`config.mk`:
```
export PLATFORM = sky130hd
export DESIGN_NAME = spi_req_scheduler
export DESIGN_NICKNAME = d
export VERILOG_FILES = /design/src/rtl/spi_req_scheduler.sv
export SDC_FILE = /design/constraint.sdc
export NUM_CORES = 1
export LEC_CHECK = 0
export ABC_AREA = 1
export BUFFER_PORTS_ARGS = -buffer_cell sky130_fd_sc_hd__buf_2
export CAP_MARGIN = 20
export CORE_MARGIN = 1
export CORE_UTILIZATION = 40
export DETAILED_ROUTE_END_ITERATION = 8
export PLACE_DENSITY = 0.71
export REMOVE_ABC_BUFFERS = 1
export SYNTH_ARGS = -nofsm -noshare
export SYNTH_HDL_FRONTEND = slang
export SYNTH_SLANG_ARGS = --single-unit
```
`constraint.sdc`:
```
create_clock -name clk -period 3.4 [get_ports clk]
set_input_delay 0.17 -clock clk [delete_from_list [all_inputs] [get_ports clk]]
set_output_delay 0.17 -clock clk [all_outputs]
set_load 0.005 [all_outputs]
```
`src/rtl/spi_req_scheduler.sv`:
```
// ============================================================================
// spi_req_scheduler : round-robin arbiter sharing one SPI master engine   rev 1.0
// ============================================================================
`default_nettype none

module spi_req_scheduler #(
    parameter int WIDTH      = 8,
    parameter int N_REQ      = 4,
    parameter int SS_W       = 2,
    parameter int GAP_CYCLES = 2,
    parameter int TIMEOUT    = 64
) (
    input  logic                   clk,
    input  logic                   rst,
    input  logic [N_REQ-1:0]       req,
    input  logic [N_REQ*WIDTH-1:0] req_data,
    input  logic [N_REQ*SS_W-1:0]  req_ss,
    output logic [N_REQ-1:0]       gnt,
    output logic [N_REQ-1:0]       rsp_valid,
    output logic [WIDTH-1:0]       rsp_data,
    output logic                   rsp_err,
    output logic                   spi_start,
    output logic [WIDTH-1:0]       spi_tx_data,
    output logic [SS_W-1:0]        spi_ss_sel,
    input  logic                   spi_done,
    input  logic [WIDTH-1:0]       spi_rx_data,
    output logic                   busy
);

    localparam int PTR_W = (N_REQ > 1) ? $clog2(N_REQ) : 1;
    localparam int TMO_W = $clog2(TIMEOUT + 1);
    localparam int GAP_W = 4;
    localparam logic [N_REQ-1:0] ONE_HOT0 = N_REQ'(1);

    typedef enum logic [1:0] {
        S_IDLE  = 2'd0,
        S_ISSUE = 2'd1,
        S_WAIT  = 2'd2,
        S_GAP   = 2'd3
    } state_t;

    state_t             state_q;
    logic [PTR_W-1:0]   ptr_q;
    logic [PTR_W-1:0]   win_q;
    logic [TMO_W-1:0]   tmo_cnt_q;
    logic [GAP_W-1:0]   gap_cnt_q;
    logic [N_REQ-1:0]   gnt_q;
    logic [N_REQ-1:0]   rsp_valid_q;
    logic [WIDTH-1:0]   rsp_data_q;
    logic               rsp_err_q;
    logic               spi_start_q;
    logic [WIDTH-1:0]   tx_q;
    logic [SS_W-1:0]    ss_q;

    logic               w_any;
    logic               w_hi_any;
    logic [PTR_W-1:0]   w_lo_idx;
    logic [PTR_W-1:0]   w_hi_idx;
    logic [PTR_W-1:0]   w_win;
    logic [PTR_W-1:0]   w_ptr_d;
    logic [WIDTH-1:0]   w_data;
    logic [SS_W-1:0]    w_ss;

    // Descending scan leaves the lowest set index overall and the lowest at/above the pointer;
    // the latter wins, the former is the wrap-around fallback.
    always_comb begin
        w_any    = 1'b0;
        w_hi_any = 1'b0;
        w_lo_idx = '0;
        w_hi_idx = '0;
        for (int i = N_REQ - 1; i >= 0; i--) begin
            if (req[i]) begin
                w_any    = 1'b1;
                w_lo_idx = PTR_W'(i);
                if (PTR_W'(i) >= ptr_q) begin
                    w_hi_any = 1'b1;
                    w_hi_idx = PTR_W'(i);
                end
            end
        end
        w_win   = w_hi_any ? w_hi_idx : w_lo_idx;
        w_ptr_d = (w_win == PTR_W'(N_REQ - 1)) ? '0 : w_win + 1'b1;
    end

    always_comb begin
        w_data = '0;
        w_ss   = '0;
        for (int i = 0; i < N_REQ; i++) begin
            if (w_win == PTR_W'(i)) begin
                w_data = req_data[i*WIDTH +: WIDTH];
                w_ss   = req_ss[i*SS_W +: SS_W];
            end
        end
    end

    always_ff @(posedge clk) begin
        if (rst) begin
            state_q     <= S_IDLE;
            ptr_q       <= '0;
            win_q       <= '0;
            tmo_cnt_q   <= '0;
            gap_cnt_q   <= '0;
            gnt_q       <= '0;
            rsp_valid_q <= '0;
            rsp_data_q  <= '0;
            rsp_err_q   <= 1'b0;
            spi_start_q <= 1'b0;
            tx_q        <= '0;
            ss_q        <= '0;
        end else begin
            gnt_q       <= '0;
            rsp_valid_q <= '0;
            spi_start_q <= 1'b0;
            case (state_q)
                S_IDLE: begin
                    if (w_any) begin
                        gnt_q   <= ONE_HOT0 << w_win;
                        tx_q    <= w_data;
                        ss_q    <= w_ss;
                        win_q   <= w_win;
                        ptr_q   <= w_ptr_d;
                        state_q <= S_ISSUE;
                    end
                end
                S_ISSUE: begin
                    spi_start_q <= 1'b1;
                    tmo_cnt_q   <= '0;
                    state_q     <= S_WAIT;
                end
                S_WAIT: begin
                    // A done arriving on the final counted cycle still beats the timeout.
                    if (spi_done) begin
                        rsp_data_q  <= spi_rx_data;
                        rsp_valid_q <= ONE_HOT0 << win_q;
                        rsp_err_q   <= 1'b0;
                        gap_cnt_q   <= '0;
                        state_q     <= S_GAP;
                    end else if (tmo_cnt_q == TMO_W'(TIMEOUT - 1)) begin
                        rsp_valid_q <= ONE_HOT0 << win_q;
                        rsp_err_q   <= 1'b1;
                        gap_cnt_q   <= '0;
                        state_q     <= S_GAP;
                    end else begin
                        tmo_cnt_q <= tmo_cnt_q + 1'b1;
                    end
                end
                S_GAP: begin
                    if (gap_cnt_q == GAP_W'(GAP_CYCLES - 1)) begin
                        state_q <= S_IDLE;
                    end else begin
                        gap_cnt_q <= gap_cnt_q + 1'b1;
                    end
                end
                default: state_q <= S_IDLE;
            endcase
        end
    end

    assign gnt         = gnt_q;
    assign rsp_valid   = rsp_valid_q;
    assign rsp_data    = rsp_data_q;
    assign rsp_err     = rsp_err_q;
    assign spi_start   = spi_start_q;
    assign spi_tx_data = tx_q;
    assign spi_ss_sel  = ss_q;
    assign busy        = (state_q != S_IDLE);

endmodule

`default_nettype wire
```
# Word-level counts from Yosys, hierarchy flattened
# Index checks and enable logic that the tools add are counted.
[classes] bitwise_logic=3 reduce_logical=14 mux=51 addsub=3 n_shift=2 n_lt_le_gt_ge=4 eq_ne=14
[ops] cell="2-bit two-way mux" count=22
[ops] cell="8-bit two-way mux" count=4
[ops] cell="4-bit two-way mux" count=5
[ops] cell="1-bit two-way mux" count=15
[ops] cell="7-bit two-way mux" count=2
[ops] cell="7-bit one-hot mux with 2 select lines" count=1
[ops] cell="2-bit inequality test, second input constant" count=5
[ops] cell="3-bit AND reduction" count=3
[ops] cell="2-bit equality test, second input constant" count=4
[ops] cell="2-bit one-hot mux with 4 select lines" count=1
[ops] cell="4-bit one-hot mux with 2 select lines" count=1
[ops] cell="2-bit nonzero test" count=4
[ops] cell="1-bit by 2-bit << shifter with 4-bit output, first input constant" count=2
[ops] cell="7-bit by 1-bit adder with 7-bit output, second input constant" count=1
[ops] cell="7-bit by 6-bit equality test with 1-bit output, second input constant" count=1
[ops] cell="2-bit AND reduction" count=3
[ops] cell="4-bit by 1-bit adder with 4-bit output, second input constant" count=1
[ops] cell="2-bit by 1-bit equality test with 1-bit output, second input constant" count=2
[ops] cell="4-bit by 1-bit equality test with 1-bit output, second input constant" count=1
[ops] cell="1-bit by 2-bit greater-or-equal comparator with 1-bit output, first input constant" count=2
[ops] cell="2-bit greater-or-equal comparator, first input constant" count=2
[ops] cell="2-bit logical NOT" count=2
[ops] cell="3-bit inequality test, second input constant" count=1
[ops] cell="1-bit inverter" count=3
[ops] cell="3 further kinds" count=3
[word_totals] input_bits=55 elab_cells=103 out_inout_bits=29 register_bits=45

# Logic depth before layout (Yosys ltp)
[logic_depth] depth_word=15 depth_mapped=13 mapped_depth_nobuf=13

# Worst setup path after synthesis
# Ideal clock, no wire load.
[synth_path] kind="reg-to-reg" start="register ptr_q[1]" end="register tx_q[1], in the netlist spi_tx_data[1]" path_buffers=1 setup_ns=0.123 path_stages_with_launch=12 synth_period_minus_slack_ns=1.767 t_required_ns=3.277 arrival_ns=1.644 slack_ns=1.633 path_cell_list="dfxtp_1 > nand2_1 > a21oi_1 > nand3_1 > nand2_1 > inv_1 > ha_1 > clkbuf_1 > a21oi_1 > nand2_1 > o211ai_1 > a21oi_1"
[synth_between] elab_chain_len=15 word_cells_on_any_way=29 classes_between="order compare (4); eq/ne (3); mux (21); reduce/logical (1)"
[synth_rtl] item="from (decl)" line="43" text="logic [PTR_W-1:0] ptr_q;"
[synth_rtl] item="from (signal assigned)" line="121" text="ptr_q <= w_ptr_d;"
[synth_rtl] item="2-bit greater-or-equal comparator" line="75" text="if (PTR_W'(i) >= ptr_q) begin"
[synth_rtl] item="2-bit two-way mux / 1-bit two-way mux (equally long branches)" line="75"
[synth_rtl] item="2-bit two-way mux / 1-bit two-way mux (equally long branches)" line="72" text="if (req[i]) begin"
[synth_rtl] item="2-bit two-way mux / 1-bit two-way mux (equally long branches)" line="75"
[synth_rtl] item="2-bit two-way mux / 1-bit two-way mux (equally long branches)" line="72"
[synth_rtl] item="2-bit two-way mux / 1-bit two-way mux (equally long branches)" line="75"
[synth_rtl] item="2-bit two-way mux / 1-bit two-way mux (equally long branches)" line="72"
[synth_rtl] item="2-bit two-way mux / 1-bit two-way mux (equally long branches)" line="75"
[synth_rtl] item="2-bit two-way mux / 1-bit two-way mux (equally long branches)" line="72"
[synth_rtl] item="2-bit two-way mux (*)" line="81" text="w_win = w_hi_any ? w_hi_idx : w_lo_idx;"
[synth_rtl] item="via w_win[0]" line="59" text="logic [PTR_W-1:0] w_win;"
[synth_rtl] item="2-bit logical NOT" line="89" text="if (w_win == PTR_W'(i)) begin"
[synth_rtl] item="8-bit two-way mux (3 in series)" line="89"
[synth_rtl] item="8-bit two-way mux (*)" line="89"
[synth_rtl] item="to (signal assigned)" line="118" text="tx_q <= w_data;"
[synth_rtl] item="to (decl)" line="52" text="logic [WIDTH-1:0] tx_q;"
# The timed path passes the listed nets; every way through them passes the cells marked *.
# A chain may end at the register's enable or synchronous reset.

# Final worst setup path
[layout_path] start="register ptr_q[0]" end="register tx_q[3], in the netlist spi_tx_data[3]"
# The elaborated chain is that of the path after synthesis.

==> results.rst <==
.. list-table::
   :header-rows: 1

   * - Metric
     - Value
   * - Clock transition at the registers of the reported paths
     - 80 ps
   * - Clock Sink Count
     - 45
   * - Class of the tightest hold or removal check
     - in2reg
   * - Power per unit of standard cell area
     - about 730 nW/um^2
   * - Post-synthesis sequential area ratio
     - between 40% and 50%
   * - Final number of hold-violating endpoints
     - 0
   * - Htree depth
     - 2
   * - Worst Min Path Start
     - spi_rx_data[3]
   * - Number of I/O port buffers
     - between 80 and 90
   * - Crit end category
     - flip-flop
   * - Number of buffers created by CTS
     - 5
   * - Routed via count
     - between 2k and 2.5k
   * - Number of nets in the final layout
     - 460
   * - Die outline area
     - 5880 sq um
   * - Worst R2R Setup Slack
     - 1100 ps
   * - Hold buffers post-CTS
     - 0
   * - Depth of the worst register-to-register path
     - 11
   * - Global router's overall resource usage
     - 19.4%
   * - Summed instance area of the synthesized netlist
     - roughly 2200 sq um
   * - Leakage power summed over all cells
     - 0.00131 uW
   * - Highest clock rate
     - 434 MHz
   * - Final instance area
     - about 2800 sq um
   * - Share of post-route cells with drive strength above 1
     - 25.4%
   * - Post-CTS setup-driven buffer insertion count
     - 0
   * - Sequential group share of total power
     - ~37%
   * - Number of diodes added for antenna fixing
     - 0
   * - Number of failing setup endpoints in the final timing report
     - 0
   * - Total of cells resized after clock tree synthesis
     - 0
   * - Post-synth cell types
     - 24
   * - Wire length per cell
     - around 12 um
   * - Total cell area at the placement stage
     - 2680 sq um
   * - Worst-skew pair later-pin latency
     - ~290 ps
   * - Die width
     - 76.7 um
   * - Post-synthesis to final-layout area growth
     - 23.8%
   * - Count of warnings emitted by yosys
     - 0
   * - Combinational share of power
     - a little under half
   * - Vertical die dimension
     - roughly 77 um
   * - Power share of the clock group
     - 15.6%
   * - First-pass DRT Iterations
     - 4
   * - Filler cell count
     - 514
   * - Nature of the critical path startpoint
     - flip-flop
   * - Post-route setup TNS
     - 0 ps
   * - Area inside the core boundary
     - around 5200 sq um
   * - CTS tree
     - built
   * - Io pins
     - 84
   * - Power spent charging and discharging nets
     - 858 uW
   * - Detailed-route DRC error count
     - 0
   * - Worst hold path endpoint
     - rsp_data[3]
   * - Pin count of the biggest net entering global routing
     - 31
   * - RD Place Congestion
     - 0.812
   * - Pint
     - 1170 uW
   * - Synthesized instance count
     - 314
   * - Area taken by flip-flops and latches
     - 901 sq um
   * - Wire length of the first global-routing pass
     - 9350 um
   * - Highest net fanout along the worst path
     - 11
   * - Total area of multi-input combinational cells
     - roughly 1200 sq um
   * - Time the worst path needs with I/O delays and setup
     - around 2300 ps
   * - RSZ-0062 raised after global routing
     - false
   * - Status
     - completed
   * - Starting utilization of the core area
     - 42.6%
   * - Power, Total
     - roughly 2000 uW
   * - Vias per inst
     - 4.99
   * - Switching Share
     - 42.4%
   * - Slew Limit Fails
     - 0
   * - Via count of the first global-routing pass
     - 2217
   * - Worst R2R Start
     - ptr_q[0]
   * - Clock tree buffer depth
     - 2
   * - Data arrival at the endpoint of the critical path
     - 2530 ps
   * - Overflow left after global routing
     - 0
   * - Final critical-path share of the clock period
     - 67.8%
   * - 1st-iter DRT viols
     - 139
   * - Layout Skew
     - 7.25 ps
   * - Headroom to the max-slew limit
     - 47.8%
   * - Data required time at the worst endpoint
     - about 3600 ps
   * - Syn Area/Cell
     - just over 7 sq um
   * - Number of stages on the worst hold path
     - 3
   * - Root cell of the clock tree
     - sky130_fd_sc_hd__clkbuf_8
   * - Antenna violations before repair
     - 0
   * - Post-detail-place hpwl
     - 4110 um
   * - Transition time at the pin with the least slew margin
     - 782 ps
   * - Start-to-end type of the worst setup path
     - reg2reg
   * - Antenna-violating nets left
     - 0
   * - Number of storage elements in the synthesis netlist
     - 45
   * - Placement Rows
     - 26
   * - Wire length reported by the detailed router
     - between 5000 and 6000 um
   * - Reg-to-Reg End
     - spi_tx_data[3]
   * - Peak supply drop
     - 0.000327 V
   * - Max-capacitance violation count
     - 0
## placed cells by master, fill, tap and decap left out, types with 2 or more instances in the layout
master | netlist | layout
sky130_fd_sc_hd__dfxtp_1 | 45 | 45
sky130_fd_sc_hd__nor2_2 | 2 | 2
sky130_fd_sc_hd__nand2_2 | 4 | 4
sky130_fd_sc_hd__clkbuf_8 | 0 | 5
sky130_fd_sc_hd__inv_1 | 22 | 22
sky130_fd_sc_hd__nor4_1 | 2 | 2
sky130_fd_sc_hd__nor3_1 | 2 | 2
sky130_fd_sc_hd__nand3_1 | 15 | 15
sky130_fd_sc_hd__nand2_1 | 59 | 59
sky130_fd_sc_hd__nand4_1 | 2 | 2
sky130_fd_sc_hd__ha_1 | 11 | 11
sky130_fd_sc_hd__nor2_1 | 43 | 43
sky130_fd_sc_hd__clkinv_1 | 3 | 3
sky130_fd_sc_hd__buf_2 | 1 | 83
sky130_fd_sc_hd__o211ai_1 | 10 | 10
sky130_fd_sc_hd__o21ai_0 | 28 | 28
sky130_fd_sc_hd__a21oi_1 | 49 | 49
sky130_fd_sc_hd__inv_2 | 3 | 3
## critical path, stage by stage (launching register included)
cell and delay (ps):
sky130_fd_sc_hd__dfxtp_1 380, sky130_fd_sc_hd__nand2_1 80, sky130_fd_sc_hd__a21oi_1 190, sky130_fd_sc_hd__nand3_1 110, sky130_fd_sc_hd__nand2_1 230, sky130_fd_sc_hd__inv_1 120
sky130_fd_sc_hd__ha_1 340, sky130_fd_sc_hd__nor2_2 390, sky130_fd_sc_hd__nand2_1 90, sky130_fd_sc_hd__nand2_1 80, sky130_fd_sc_hd__o211ai_1 90, sky130_fd_sc_hd__a21oi_1 140
## how the worst max path moves through the flow
stage	to	slack, ps	depth (start not counted)	startpoint
3_5_place_dp	spi_tx_data[3]	1160	11	ptr_q[1]
3_3_place_gp	spi_tx_data[2]	1300	11	ptr_q[1]
2_1_floorplan	spi_ss_sel[0]	1540	11	ptr_q[1]
4_1_cts	spi_tx_data[3]	1130	11	ptr_q[1]
6_report	spi_tx_data[3]	1100	11	ptr_q[0]
5_1_grt	spi_tx_data[3]	820	11	ptr_q[1]
## Yosys cell counts (all sizes together)
cell type | instances | area share [%]
ha | 11 | 6.2
xnor2 | 1 | 0.39
inv | 25 | 4.2
xor2 | 1 | 0.39
o211ai | 10 | 3.4
nor3 | 2 | 0.45
o21ai | 29 | 6.7
nand2 | 63 | 11
dfxtp | 45 | 40
nor2 | 45 | 7.8
clkinv | 3 | 0.50
a21oi | 49 | 11
nand4 | 2 | 0.56
nand3 | 16 | 4.1
nor4 | 2 | 0.56
clkbuf | 7 | 1.2
buf | 3 | 1.2
## logic make-up after synthesis
group / synth area share (%)
xor gates and xnor gates: 0.785
AOI/OAI and AO/OA: 21.0
and+or+nand+nor: 24.6
DFF: 40.4
adders and majority gates: 6.17
buffers and inverters: 7.12
## layout make-up
class,instances,area share (%)
inverters,28,3.80
clock buffers,6,2.63
clock inverters,1,0.317
multi-input cells,231,42.4
flip-flops and latches,45,32.6
well taps,70,3.17
repair buffers,83,15.0
## sequential cells by signal (all words and copies together) (netlist names)
| register | cells |
|---|---|
| tmo_cnt_q | 7 |
| state_q | 2 |
| rsp_err | 1 |
| spi_tx_data | 8 |
| gnt | 4 |
| rsp_valid | 4 |
| rsp_data | 8 |
| spi_start | 1 |
| ptr_q | 2 |
| gap_cnt_q | 4 |
| win_q | 2 |
| spi_ss_sel | 2 |
## metrics by stage
step           utilization [%]  hold WS (ps)  setup slack, ps  cells
4_1_cts                   52.7           130             1130    464
3_5_place_dp              51.2           434             1160    457
3_3_place_gp              51.2           429             1300    457
5_1_grt                   52.7           161              821    464
2_1_floorplan                -           239             1540    304
6_report                  52.7           139             1100    464
## power groups by stage
stage	Combinational [uW]	Clock, uW	Sequential, uW
3_3_place_gp	932	0	762
3_5_place_dp	948	0	765
5_1_grt	1090	346	777
6_report	951	316	757
2_1_floorplan	648	0	763
4_1_cts	952	325	756
## layer usage
| layer | vias to the layer above | track usage (%) | share of wire, % |
|---|---|---|---|
| li1 | 1198 | - | - |
| met1 | 1056 | 23.5 | 46 |
| met2 | 56 | 34.2 | 48 |
| met3 | 6 | 3.57 | 3.8 |
| met4 | 0 | 6.54 | 1.5 |
| met5 | - | 0 | 0 |
No activity file was read; power rests on OpenSTA's default activity.
